`src/rtl/reg_display_scan.sv`:
```
// Debug display scanner: latches one register-file (or PC) value per display frame
// and scans it as 8 hex digits onto a multiplexed, active-low 7-segment display.
module reg_display_scan #(
  parameter int DIGIT_DIV   = 50000,
  parameter int HOLD_FRAMES = 125
) (
  input  logic        clk,
  input  logic        rst,
  input  logic        auto_en,
  input  logic [4:0]  man_sel,
  input  logic        show_pc,
  input  logic [31:0] pc,
  input  logic [31:0] reg_data,
  output logic [4:0]  reg_sel,
  output logic [4:0]  cur_idx,
  output logic [7:0]  disp_an,
  output logic [7:0]  disp_seg
);

  localparam int PW = (DIGIT_DIV > 1) ? $clog2(DIGIT_DIV) : 1;
  localparam int HW = (HOLD_FRAMES > 1) ? $clog2(HOLD_FRAMES) : 1;
  localparam logic [PW-1:0] PRE_LAST  = PW'(DIGIT_DIV - 1);
  localparam logic [HW-1:0] HOLD_LAST = HW'(HOLD_FRAMES - 1);

  logic [PW-1:0] pre_q, pre_d;
  logic [2:0]    dig_q, dig_d;
  logic [HW-1:0] hold_q, hold_d;
  logic [4:0]    sel_q, sel_d;
  logic [4:0]    cur_idx_q, cur_idx_d;
  logic [31:0]   shadow_q, shadow_d;
  logic          pc_mode_q, pc_mode_d;
  logic          tick_s;
  logic          frame_s;
  logic [3:0]    nib_s;

  // Segment pattern {g,f,e,d,c,b,a}, active-low, for one hex nibble.
  function automatic logic [6:0] hex7(input logic [3:0] n);
    logic [6:0] p;
    case (n)
      4'h0:    p = 7'h40;
      4'h1:    p = 7'h79;
      4'h2:    p = 7'h24;
      4'h3:    p = 7'h30;
      4'h4:    p = 7'h19;
      4'h5:    p = 7'h12;
      4'h6:    p = 7'h02;
      4'h7:    p = 7'h78;
      4'h8:    p = 7'h00;
      4'h9:    p = 7'h10;
      4'hA:    p = 7'h08;
      4'hB:    p = 7'h03;
      4'hC:    p = 7'h46;
      4'hD:    p = 7'h21;
      4'hE:    p = 7'h06;
      4'hF:    p = 7'h0E;
      default: p = 7'h7F;
    endcase
    return p;
  endfunction

  // Next-state: prescaler/digit scan, and frame-boundary capture and selection.
  always_comb begin
    pre_d     = pre_q;
    dig_d     = dig_q;
    hold_d    = hold_q;
    sel_d     = sel_q;
    cur_idx_d = cur_idx_q;
    shadow_d  = shadow_q;
    pc_mode_d = pc_mode_q;
    tick_s    = (pre_q == PRE_LAST);
    frame_s   = tick_s && (dig_q == 3'd7);

    if (tick_s) begin
      pre_d = '0;
      dig_d = dig_q + 3'd1;
    end else begin
      pre_d = pre_q + PW'(1);
    end

    // Capture uses the old sel, so cur_idx always names the value in shadow.
    if (frame_s) begin
      shadow_d  = show_pc ? pc : reg_data;
      cur_idx_d = sel_q;
      pc_mode_d = show_pc;
      if (auto_en) begin
        if (hold_q == HOLD_LAST) begin
          sel_d  = sel_q + 5'd1;
          hold_d = '0;
        end else begin
          hold_d = hold_q + HW'(1);
        end
      end else begin
        sel_d  = man_sel;
        hold_d = '0;
      end
    end else begin
      sel_d = sel_q;
    end
  end

  // State registers with asynchronous reset.
  always_ff @(posedge clk or posedge rst) begin
    if (rst) begin
      pre_q     <= '0;
      dig_q     <= 3'd0;
      hold_q    <= '0;
      sel_q     <= 5'd0;
      cur_idx_q <= 5'd0;
      shadow_q  <= 32'd0;
      pc_mode_q <= 1'b0;
    end else begin
      pre_q     <= pre_d;
      dig_q     <= dig_d;
      hold_q    <= hold_d;
      sel_q     <= sel_d;
      cur_idx_q <= cur_idx_d;
      shadow_q  <= shadow_d;
      pc_mode_q <= pc_mode_d;
    end
  end

  // Display decode from registered state only.
  always_comb begin
    nib_s    = shadow_q[{dig_q, 2'b00} +: 4];
    disp_an  = ~(8'b1 << dig_q);
    disp_seg = {~(pc_mode_q && (dig_q == 3'd7)), hex7(nib_s)};
  end

  assign reg_sel = sel_q;
  assign cur_idx = cur_idx_q;

endmodule

```
`config.mk`:
```
export PLATFORM = sky130hd
export DESIGN_NAME = reg_display_scan
export DESIGN_NICKNAME = d
export VERILOG_FILES = /design/src/rtl/reg_display_scan.sv
export SDC_FILE = /design/constraint.sdc
export NUM_CORES = 1
export LEC_CHECK = 0
export ABC_AREA = 0
export BUFFER_PORTS_ARGS = -buffer_cell sky130_fd_sc_hd__clkbuf_2
export CAP_MARGIN = 30
export CORE_MARGIN = 2
export CORE_UTILIZATION = 55
export CTS_BUF_LIST = sky130_fd_sc_hd__clkbuf_4 sky130_fd_sc_hd__clkbuf_8
export CTS_CLUSTER_DIAMETER = 80
export DETAILED_ROUTE_END_ITERATION = 8
export HOLD_SLACK_MARGIN = 0.1
export PLACE_DENSITY = 0.89
export SLEW_MARGIN = 30
export SYNTH_ARGS = -nofsm -noshare
export SYNTH_HDL_FRONTEND = slang
export SYNTH_SLANG_ARGS = --single-unit
```
`constraint.sdc`:
```
create_clock -name clk -period 5.3 [get_ports clk]
set_input_delay 0.795 -clock clk [delete_from_list [all_inputs] [get_ports clk]]
set_output_delay 0.795 -clock clk [all_outputs]
set_load 0.02 [all_outputs]
```
# Yosys cells after proc, flatten, opt, wreduce, memory -nomap -nowiden
# Memory sizes are Yosys's and may differ from the RTL's.
# Index checks and enable logic that the tools add are counted.
[word_totals]
out_inout_bits = 26
rom_bits = 112
regBits = 69
wordCells = 29
n_memories = 1
[mem_list]
columns = ["name", "depth", "width", "rd", "rd_clocked_by_memory_dff", "write_ports", "line", "rtl"]
rows = [
  ["(no name shown)", 16, 7, 1, 0, 0, "39", "case (n)"],
]
[op_classes]
n_addsub = 4
mux = 6
n_shift = 2
n_reduce_logical = 3
bitwise = 2
eq_ne = 4
[op_table]
columns = ["cell", "count"]
rows = [
  ["$mux W32", 1],
  ["$shiftx A32 B6 Y4", 1],
  ["$add A16 B1 Y16 const B", 1],
  ["$eq A16 B16 Y1 const B", 1],
  ["$mux W16", 1],
  ["$mux W7", 2],
  ["$mux W5", 2],
  ["$not A8 Y8", 1],
  ["$shl A1 B3 Y8 const A", 1],
  ["$add A7 B1 Y7 const B", 1],
  ["$eq A7 B7 Y1 const B", 1],
  ["$add A5 B1 Y5 const B", 1],
  ["$add A3 B1 Y3 const B", 1],
  ["$eq A3 B3 Y1 const B", 1],
  ["$logic_and A1 B1 Y1", 2],
  ["$ne A2 B1 Y1 const B", 1],
  ["$reduce_and A2 Y1", 1],
  ["$not A1 Y1", 1],
]

# Depth between registers and ports, before layout
[logic_depth]
ltp_word = 3
mapped_depth = 8
depth_no_buf = 7

# Worst setup path after synthesis
# No wires, ideal clock.
[synth_timing]
kind = "register to output"
start = "register dig_q[0]"
end = "output disp_seg[4]"
setup_slack_ns = 2.040
t_arrival_ns = 2.465
n_path_buf = 1
path_stages_with_launch = 8
cell_sequence = "dfrtp_1 -> buf_6 -> mux4_1 -> mux2i_1 -> inv_1 -> ha_1 -> mux2_2 -> o21ai_0"
[synth_via]
elab_chain_cells = 2
[synth_rtl]
columns = ["element", "line", "rtl"]
rows = [
  ["start, declared", "26", "logic [2:0] dig_q, dig_d;"],
  ["start signal, assigned", "113", "dig_q <= dig_d;"],
  ["$shiftx A32 B6 Y4", "124", "nib_s = shadow_q[{dig_q, 2'b00} +: 4];"],
  ["$mem_v2 Z16 W7", "-", ""],
  ["end, declared", "17", "output logic [7:0] disp_seg"],
]
# No other way between the ends.

# Worst setup path in the final report
[layout_timing]
start = "register dig_q[0]"
end = "output disp_seg[0]"
# The elaborated chain is that of the path after synthesis.

==> reports/results.tsv <==
stage	metric	value	unit
timing	RSZ-0062 raised after global routing	false	
clock_network	# hold bufs at CTS	0	
clock_network	clock slew at reported path FFs	0.08	ns
synthesis	top post-synthesis cells by area	dfrtp_1 (43%), mux2i_1 (9.9%), o21ai_0 (9.1%)	
run	max-cap viol count	0	
floorplanning	die area	8030	sq um
place	placed cell area	4560	sq um
hold_path	min-delay src	pre_q[12]	
finish	post-layout util	66.7	%
timing	Fin. Hold Viols	0	
synthesis	Synth top cells by count	o21ai_0 (73), dfrtp_1 (69), mux2i_1 (40)	
floorplanning	Chip Height	89.6	um
grt	vias in the first global route	3105	
synthesis	register area share after synthesis	42.9	%
hold_path	Hold WC Path Type	reg -> reg	
timing	Slew Limit Fails	0	
grt	GRT Util Overall	24.9	%
synthesis	Mapped Cells	387	
critical_path	flop-to-flop setup slack	2.19	ns
timing	Slew @ Worst Pin	0.902	ns
routing	DRC violations left	0	
critical_path	Worst EP required	4.51	ns
critical_path	Worst Path Class, Setup	reg -> out	
finish	Final Cell Area	4790	sq um
floorplanning	Die W	89.6	um
synthesis	Synth cell types	49	
critical_path	worst r2r path cells	5	
clock_network	Clock Sinks	69	
critical_path	R2R Path End	shadow_q[16]	
power_and_ir_drop	Pleak	2.13	nW
clock_network	CTS tree	built	
clock_network	worst-case clock buffer depth	2	
finish	number of diodes	0	
timing	Max transition margin	39.7	%
power_and_ir_drop	power density over the cells	228	nW/um^2
routing	drt initial violations	249	
hold_path	Hold Path Stages	1	
routing	drt first pass iters	5	
floorplanning	FP Rows	31	
run_status	outcome	completed	
grt	global-route wire length before repair	15.1	mm
timing	Final setup violation count	0	
clock_network	setup repair bufs after CTS	0	
place	DP Wirelength	6.92	mm
finish	fin cells	579	
synthesis	Yosys reg bits	69	
place	placed cells	563	
hold_path	WHS Endpoint	pre_q[12]	
grt	largest net degree at the start of global routing	70	
routing	vias	3404	
synthesis	total nets after synthesis	476	
clock_network	CTS buffer count	9	
timing	TNS Setup	0	ns
floorplanning	Ports	99	
clock_network	Root Driver	clkbuf_8	
timing	fin crit period	3.87	ns
clock_network	H-tree Lvls	3	
synthesis	Post-synth EDFFs	0	
routing	Vias/cell	5.88	
routing	ANT nets after route	0	
critical_path	Worst setup EP type	primary output	
synthesis	Async SR Flop Fraction	100	%
synthesis	most used flip-flop cell after synthesis	dfrtp_1	
place	Port Buffers	98	
critical_path	worst r2r src	pre_q[0]	
grt	initial antenna violation count	0	
floorplanning	core footprint	7180	sq um
critical_path	Crit Path Max Fanout	11	
routing	drt wl/cell	16.7	um
finish	P&R area growth vs syn	18.9	%
timing	fin crit share	73.1	%
floorplanning	initial core utilization	56.1	%
synthesis	Synth Warn #	0	
place	GPL Wtd Cong	0.874	
synthesis	count leader, synth	o21ai_0	
grt	total gr overflow	0	
critical_path	Worst EP arrival	3.08	ns
clock_network	later-pin clock latency in the skew report	0.36	ns
clock_network	post-cts resize count	0	
finish	share of cells above drive strength 1	28.3	%
synthesis	Netlist Area Pre-Place	4030	sq um
synthesis	area leader, netlist	dfrtp_1	
routing	routed wire length	9.66	mm
synthesis	Yosys top cell area share	42.9	%
finish	Nets	564	
timing	Fmax	258	MHz
synthesis	Mean Syn Cell Area	10.4	sq um
power_and_ir_drop	Max IR drop VDD	0.000197	V
critical_path	crit path launch type	flop	
timing	final clock skew	0.0102	ns
## placed cells by master, fill, tap and decap left out, types with 2 or more instances in the layout
cell / synthesis / final
inv_2: 1 / 2
mux2_2: 8 / 8
a31oi_1: 4 / 4
clkbuf_2: 0 / 97
inv_1: 13 / 12
mux4_1: 4 / 4
clkbuf_4: 0 / 2
o2bb2ai_1: 4 / 4
mux2i_1: 40 / 40
dfrtp_1: 69 / 69
ha_1: 16 / 16
o21ai_0: 73 / 73
nand2_1: 18 / 18
mux2i_4: 2 / 2
or3_1: 6 / 6
nand4_1: 8 / 8
mux4_2: 4 / 4
nor2_1: 12 / 12
nor4b_1: 2 / 2
clkinv_2: 0 / 2
and2_1: 3 / 3
o211ai_1: 4 / 4
clkbuf_8: 0 / 11
and3_1: 6 / 6
xor2_1: 6 / 6
and4_1: 5 / 5
o21ai_1: 2 / 2
xnor2_1: 7 / 7
buf_4: 2 / 3
bufinv_16: 0 / 2
o31ai_1: 6 / 6
nor4bb_1: 3 / 3
nand3_1: 16 / 16
a21oi_1: 4 / 4
## state kept, by name, summed over array words and instances (netlist names)
signal / count
cur_idx: 5
shadow_q: 32
pc_mode_q: 1
dig_q: 3
pre_q: 16
hold_q: 7
reg_sel: 5
## cell type report
type	count	area, sq um
Clock buffer	12	159
Timing Repair Buffer	101	515
Tap cell	99	124
Inverter	15	56.3
Multi-Input combinational cell	279	2140
Fill cell	542	2390
Sequential cell	69	1730
Clock inverter	4	70.1
## kinds of logic (layout without fill, tap and decap cells)
logic type | Yosys count | count (layout) | synth area share, %
XOR/XNOR | 13 | 13 | 2.83
AND/OR/NAND/NOR | 83 | 83 | 11.3
adder cells (fa/ha/maj) | 16 | 16 | 4.97
multiplexers | 59 | 59 | 18.5
AO/OA/AOI/OAI | 108 | 108 | 15.5
buffers and inverters | 39 | 132 | 4.10
flip-flops | 69 | 69 | 42.9
## per-stage QoR
step,setup slack [ns],hold slack [ns],power (mW)
after floorplan,2.04,0.456,0.570
after global placement,1.92,0.485,0.605
after detailed placement,1.81,0.494,0.607
after CTS,1.41,0.504,1.10
after global routing,1.17,0.539,1.13
final,1.43,0.505,1.09
## how the worst max path moves through the flow
stage | start | end | cells after the start
2_1_floorplan | dig_q[0] | disp_seg[4] | 7
3_3_place_gp | dig_q[0] | disp_seg[4] | 7
3_5_place_dp | dig_q[0] | disp_seg[4] | 7
4_1_cts | dig_q[0] | disp_seg[0] | 7
5_1_grt | dig_q[0] | disp_seg[4] | 7
6_report | dig_q[0] | disp_seg[0] | 7
## report_power, final
part           internal (mW)  switching, mW  total (mW)
combinational         0.0330         0.0357      0.0688
clock                  0.294          0.203       0.497
sequential             0.527       0.000591       0.527
## metal layers
metal | wire length [um] | part of all wire, % | vias to the layer above | track usage (%)
li1 | - | - | 1609 | -
met1 | 4070 | 42 | 1641 | 34.8
met2 | 4790 | 50 | 130 | 38.3
met3 | 553 | 5.7 | 24 | 5.76
met4 | 243 | 2.5 | 0 | 9.36
met5 | 0 | 0 | - | 0
## critical path: stages, from the launching register on
cell      delay [ns]
dfrtp_1         0.65
mux4_1          0.61
mux2i_1         0.50
inv_1           0.15
ha_1            0.26
and3_1          0.16
a211o_1         0.22
clkbuf_2        0.15
(Power assumes the default switching activity.)
